## src/rtl/cellrv32_npu_instr_dispatcher.sv

```systemverilog
// In-order instruction dispatcher for the NPU: queues 80-bit instructions and issues them to the
// weight-load, matrix-multiply and activation units. Optional stall counter: CELLRV32_NPU_DISPATCH_PERF_EN.
module cellrv32_npu_instr_dispatcher #(
  parameter int FIFO_DEPTH = 4
) (
  input  logic        clk_i,
  input  logic        rst_i,
  input  logic [79:0] instr_i,
  input  logic        instr_valid_i,
  output logic        instr_ready_o,
  output logic [79:0] wgt_instr_o,
  output logic        wgt_en_o,
  input  logic        wgt_busy_i,
  output logic [79:0] mm_instr_o,
  output logic        mm_en_o,
  input  logic        mm_busy_i,
  output logic [79:0] act_instr_o,
  output logic        act_en_o,
  input  logic        act_busy_i,
  output logic        sync_o,
  output logic        err_o,
  output logic        busy_o
`ifdef CELLRV32_NPU_DISPATCH_PERF_EN
  ,
  output logic [31:0] stall_cnt_o
`endif
);

  localparam int PTR_W = (FIFO_DEPTH > 1) ? $clog2(FIFO_DEPTH) : 1;
  localparam logic [PTR_W:0] FULL_CNT = (PTR_W + 1)'(FIFO_DEPTH);

  localparam logic [1:0] ST_IDLE      = 2'd0;
  localparam logic [1:0] ST_DISPATCH  = 2'd1;
  localparam logic [1:0] ST_WAIT_SYNC = 2'd2;

  logic [79:0]      fifo_mem [FIFO_DEPTH];
  logic [PTR_W-1:0] wr_ptr_reg, rd_ptr_reg;
  logic [PTR_W:0]   count_reg;
  logic [1:0]       state_reg, state_next;

  logic [79:0] wgt_instr_reg, mm_instr_reg, act_instr_reg;
  logic        wgt_en_reg, mm_en_reg, act_en_reg, sync_reg, err_reg;

  logic        fifo_empty, fifo_full, push, pop;
  logic [79:0] head;
  logic [7:0]  opcode;
  logic        is_sync, is_nop, is_act, is_mm, is_wgt;
  logic        wgt_unit_busy, mm_unit_busy, act_unit_busy;
  logic        issue_wgt, issue_mm, issue_act, sync_next, set_err;

  assign fifo_empty    = (count_reg == '0);
  assign fifo_full     = (count_reg == FULL_CNT);
  assign instr_ready_o = ~rst_i & ~fifo_full;
  assign push          = instr_valid_i & instr_ready_o;

  assign head    = fifo_mem[rd_ptr_reg];
  assign opcode  = head[7:0];
  assign is_sync = (opcode == 8'hFF);
  assign is_nop  = (opcode == 8'h00);
  assign is_act  = opcode[7];
  assign is_mm   = (opcode[7:5] == 3'b001);
  assign is_wgt  = (opcode[7:3] == 5'b00001);

  // An enable issued last edge counts as busy until the unit's own busy flag has had time to rise.
  assign wgt_unit_busy = wgt_busy_i | wgt_en_reg;
  assign mm_unit_busy  = mm_busy_i  | mm_en_reg;
  assign act_unit_busy = act_busy_i | act_en_reg;

  always_comb begin
    state_next = state_reg;
    pop        = 1'b0;
    issue_wgt  = 1'b0;
    issue_mm   = 1'b0;
    issue_act  = 1'b0;
    sync_next  = 1'b0;
    set_err    = 1'b0;
    case (state_reg)
      ST_IDLE: begin
        if (!fifo_empty) state_next = ST_DISPATCH;
      end
      ST_DISPATCH: begin
        if (fifo_empty) begin
          state_next = ST_IDLE;
        end else if (is_sync) begin
          state_next = ST_WAIT_SYNC;
        end else if (is_nop) begin
          pop = 1'b1;
        end else if (is_act) begin
          if (!act_unit_busy && !mm_unit_busy) begin
            issue_act = 1'b1;
            pop       = 1'b1;
          end
        end else if (is_mm) begin
          if (!mm_unit_busy && !wgt_unit_busy) begin
            issue_mm = 1'b1;
            pop      = 1'b1;
          end
        end else if (is_wgt) begin
          // Weights must never change under an in-flight multiply.
          if (!wgt_unit_busy && !mm_unit_busy) begin
            issue_wgt = 1'b1;
            pop       = 1'b1;
          end
        end else begin
          set_err = 1'b1;
          pop     = 1'b1;
        end
      end
      ST_WAIT_SYNC: begin
        if (!wgt_unit_busy && !mm_unit_busy && !act_unit_busy) begin
          sync_next  = 1'b1;
          pop        = 1'b1;
          state_next = ST_IDLE;
        end
      end
      default: state_next = ST_IDLE;
    endcase
  end

  always_ff @(posedge clk_i) begin
    if (push) fifo_mem[wr_ptr_reg] <= instr_i;
  end

  always_ff @(posedge clk_i) begin
    if (rst_i) begin
      wr_ptr_reg    <= '0;
      rd_ptr_reg    <= '0;
      count_reg     <= '0;
      state_reg     <= ST_IDLE;
      wgt_instr_reg <= '0;
      mm_instr_reg  <= '0;
      act_instr_reg <= '0;
      wgt_en_reg    <= 1'b0;
      mm_en_reg     <= 1'b0;
      act_en_reg    <= 1'b0;
      sync_reg      <= 1'b0;
      err_reg       <= 1'b0;
    end else begin
      state_reg  <= state_next;
      wgt_en_reg <= issue_wgt;
      mm_en_reg  <= issue_mm;
      act_en_reg <= issue_act;
      sync_reg   <= sync_next;
      if (set_err) err_reg <= 1'b1;
      if (push) wr_ptr_reg <= wr_ptr_reg + 1'b1;
      if (pop)  rd_ptr_reg <= rd_ptr_reg + 1'b1;
      case ({push, pop})
        2'b10:   count_reg <= count_reg + 1'b1;
        2'b01:   count_reg <= count_reg - 1'b1;
        default: count_reg <= count_reg;
      endcase
      // The weight unit expects the two address fields packed as {buff_addr, acc_addr}.
      if (issue_wgt) wgt_instr_reg <= {head[7:0], head[39:8], head[79:56], head[55:40]};
      if (issue_mm)  mm_instr_reg  <= head;
      if (issue_act) act_instr_reg <= head;
    end
  end

  assign wgt_instr_o = wgt_instr_reg;
  assign mm_instr_o  = mm_instr_reg;
  assign act_instr_o = act_instr_reg;
  assign wgt_en_o    = wgt_en_reg;
  assign mm_en_o     = mm_en_reg;
  assign act_en_o    = act_en_reg;
  assign sync_o      = sync_reg;
  assign err_o       = err_reg;
  assign busy_o      = ~fifo_empty | (state_reg != ST_IDLE) |
                       wgt_unit_busy | mm_unit_busy | act_unit_busy;

`ifdef CELLRV32_NPU_DISPATCH_PERF_EN
  logic [31:0] stall_cnt_reg;

  always_ff @(posedge clk_i) begin
    if (rst_i) begin
      stall_cnt_reg <= '0;
    end else if (!fifo_empty && !pop && (stall_cnt_reg != 32'hFFFF_FFFF)) begin
      stall_cnt_reg <= stall_cnt_reg + 32'd1;
    end
  end

  assign stall_cnt_o = stall_cnt_reg;
`endif

endmodule

```

## config.mk

```make
export PLATFORM = sky130hd
export DESIGN_NAME = cellrv32_npu_instr_dispatcher
export DESIGN_NICKNAME = d
export VERILOG_FILES = /design/src/rtl/cellrv32_npu_instr_dispatcher.sv
export SDC_FILE = /design/constraint.sdc
export NUM_CORES = 1
export LEC_CHECK = 0
export ABC_AREA = 1
export BUFFER_PORTS_ARGS = -buffer_cell sky130_fd_sc_hd__buf_4
export CAP_MARGIN = 20
export CORE_MARGIN = 5
export CORE_UTILIZATION = 30
export CTS_CLUSTER_DIAMETER = 30
export CTS_CLUSTER_SIZE = 8
export DETAILED_ROUTE_END_ITERATION = 10
export SLEW_MARGIN = 30
export SYNTH_ARGS = -nofsm -noshare
export SYNTH_HDL_FRONTEND = slang
export SYNTH_SLANG_ARGS = --single-unit
```

## constraint.sdc

```tcl
create_clock -name clk_i -period 5.38 [get_ports clk_i]
set_input_delay 0.538 -clock clk_i [delete_from_list [all_inputs] [get_ports clk_i]]
set_output_delay 0.538 -clock clk_i [all_outputs]
set_load 0.1 [all_outputs]
```

==> results.json <==
{
  "largest-register": "fifo_mem",
  "pin_count": 333,
  "ys_types": 32,
  "r2r_slack_ns": 1.74,
  "wl_met3_um": 4630,
  "worst_slew_pin_slew_ns": 0.934,
  "maxUsedRoutingLayer": "met5",
  "r2r_end": "wgt_instr_o[70]$_SDFFE_PP0P_",
  "clock_latency_ns": 0.65,
  "die_area_sq_mm": 0.0751,
  "start_util": 0.303,
  "period_needed_ns": 3.64,
  "ys_seq_area_frac": 0.704,
  "rsz0062_at_grt": "no",
  "critical_path_class": "flop to flop",
  "slowest_stage": "dfxtp_4",
  "cts-htree-levels": 3,
  "whs_ns": 0.0926,
  "critPathMaxFanout": 107,
  "wl_met1_um": 25000,
  "setup.worst_path.start_class": "flop",
  "critPathMaxStageDelay_ns": 0.75,
  "core_area_sq_mm": 0.0689,
  "totalWireLength_um": 60000,
  "worstPathRequired_ns": 5.94,
  "drive_gt1_frac": 0.241,
  "cts-root-buf": "clkbuf_16",
  "fmax_mhz": 275,
  "ff2ff_path_depth": 13,
  "maxSlewViolCount": 0,
  "cts_setup_buffers": 0,
  "yosysTopAreaCell": "edfxtp_1",
  "finClkSkew_ns": 0.0222,
  "clk_pin_slew_ns": 0.05,
  "synth.most_common_cell": "nand2_1",
  "gp_congestion": 0.805,
  "cts_tree": "yes",
  "vias_per_cell": 4.71,
  "crit_chain": "inv_6, nand2_1, nand2_1, nand2_1, nand2_1, nor2_2, nand3_1, nor2_2, nand3_4, clkinv_2, buf_4, nand2_1, a21oi_1",
  "crit_family": "buffers and inverters",
  "die_x_um": 274,
  "async_flop_share": 0,
  "synth_edf_count": 320,
  "cts_hold_buf": 0,
  "drv_cap": 0,
  "cp-endpoint": "wgt_instr_o[70]$_SDFFE_PP0P_",
  "netlist.area_leader.share": 0.459,
  "portBuffers": 332,
  "largest_reg_flops": 320,
  "cts_repair_resize_count": 0,
  "grt_pass1_wl_um": 91200,
  "route.met2.wl_um": 28800,
  "cts_max_path_buffers": 3,
  "yosys_most_used_dff": "edfxtp_1",
  "synthTopCellsByArea": "edfxtp_1 (46%), dfxtp_1 (24%), nand2_1 (7.8%)",
  "status": "finished, final reports clean",
  "slew_headroom": 0.377,
  "overflow": 0,
  "syn-cell-area_sq_mm": 0.0209,
  "first_pass_iters": 5,
  "power_density_mw_per_mm2": 427,
  "hp-class": "input port to flop",
  "die_y_um": 274,
  "remaining_drc_errors": 0,
  "worstPathArrival_ns": 4.20,
  "yosys-top-cells-count": "nand2_1 (434), edfxtp_1 (320), a21oi_1 (312), dfxtp_1 (256), o21ai_0 (133)",
  "area_growth_pct": 34.3,
  "grt_max_degree": 108,
  "rows": 96,
  "dp_hpwl_um": 38000,
  "synthCells": 1875,
  "ant_nets": 0,
  "cts_made_buffers": 118,
  "drt_iter0_markers": 999,
  "path_buf_inv": 3,
  "grt_pass1_vias": 15400,
  "cp_num_cells": 13,
  "fin_crit_sh": 0.676,
  "cts_sinks": 576,
  "critPathMostFrequentCell": "nand2_1",
  "ys_ff_latch": 576,
  "setup_viol": 0,
  "syn_avg_cell_area_sq_um": 11.2,
  "max-vdd-ir-drop_mv": 0.222,
  "wire_per_inst_um": 18.4,
  "antenna_found_initial": 4,
  "via_count": 15300,
  "hold_violations": 0,
  "synthesis.nets": 1970,
  "leakage_uw": 0.0112,
  "synth.yosys.warnings": 0,
  "grtUsageTotal": 0.156,
  "fin_util": 0.408,
  "final_nets": 2316,
  "cp-end-kind": "flop",
  "final.fill_count": 6560
}
how the worst min path moves through the flow:
stage	startpoint	to	depth (start not counted)
6_report	instr_i[42]	fifo_mem[1][42]$_DFFE_PP_	1
3_3_place_gp	wgt_instr_o[76]$_SDFFE_PP0P_	wgt_instr_o[76]$_SDFFE_PP0P_	2
2_1_floorplan	state_reg[1]$_SDFFE_PP0P_	state_reg[1]$_SDFFE_PP0P_	2
4_1_cts	instr_i[45]	fifo_mem[3][45]$_DFFE_PP_	1
3_5_place_dp	mm_instr_o[7]$_SDFFE_PP0P_	mm_instr_o[7]$_SDFFE_PP0P_	2
5_1_grt	instr_i[10]	fifo_mem[1][10]$_DFFE_PP_	1
placed cells by master, fill, tap and decap left out, types with 2 or more instances in the layout:
master	instances
clkbuf_1	28
inv_4	5
inv_1	94
dfxtp_1	255
ha_1	8
clkinv_4	7
o21ai_0	133
inv_6	2
a21oi_1	312
clkinvlp_4	7
bufinv_16	6
edfxtp_1	320
o21a_1	2
clkbuf_16	126
clkinv_8	3
nand2_1	434
nor3_1	3
nor2_4	7
nor2_1	29
nor2_2	3
buf_6	2
a32oi_1	72
clkbuf_8	10
buf_4	351
clkinv_1	9
nand3_1	30
clkinv_2	23
o21ai_1	30
nand2_2	3
worst register-to-register path: cells and delay by family (launching register included):
kind,cells,cell delay (ns)
AOI/OAI and AO/OA,1,0.17
buffers and inverters,3,1.49
DFF,1,0.75
and+or+nand+nor,9,1.16
cell families (layout without fill, tap and decap cells):
family	after synthesis	in the layout	share of synthesized area
adders and majority gates	9	9	0.00574
xor gates and xnor gates	1	1	0.000419
DFF	576	576	0.704
AOI/OAI and AO/OA	550	550	0.145
other	0	1	0
buffers and inverters	226	674	0.0481
and+or+nand+nor	513	513	0.0969
per-stage QoR:
stage                     area [sq um]  total power, uW  std cells  setup WS [ns]  TNS (ns)
final                            28100            12000       3255           1.74         0
after global routing             28100            12400       3255           1.13         0
after CTS                        28100            12100       3254           1.71         0
after detailed placement         24200             5180       3032           1.73         0
after global placement           24200             5160       3032           1.80         0
after floorplan                  20900             5020       1875          -1.27   -405.44
cell type report:
| type | instances | area [sq um] | area share |
|---|---|---|---|
| flip-flops and latches | 576 | 14700 | 0.524 |
| diodes | 1 | 2.50 | 0.0000891 |
| multi-input cells | 1073 | 5230 | 0.186 |
| inverters | 98 | 382 | 0.0136 |
| clock buffers | 164 | 3400 | 0.121 |
| well taps | 931 | 1160 | 0.0415 |
| repair buffers | 354 | 2680 | 0.0953 |
| clock inverters | 58 | 512 | 0.0182 |
where the power goes:
part	switching (uW)	total, uW	internal [uW]	leakage, uW
Clock	2250	6900	4650	0.00191
Combinational	247	346	98.7	0.00431
Sequential	18.4	4750	4730	0.00497
Total	2510	12000	9480	0.0112
metal layers:
layer / vias up / GRT usage
met5: - / 0
met4: 4 / 0.0558
met3: 111 / 0.0498
met2: 476 / 0.261
met1: 7434 / 0.190
li1: 7309 / -
(Power assumes the default switching activity.)
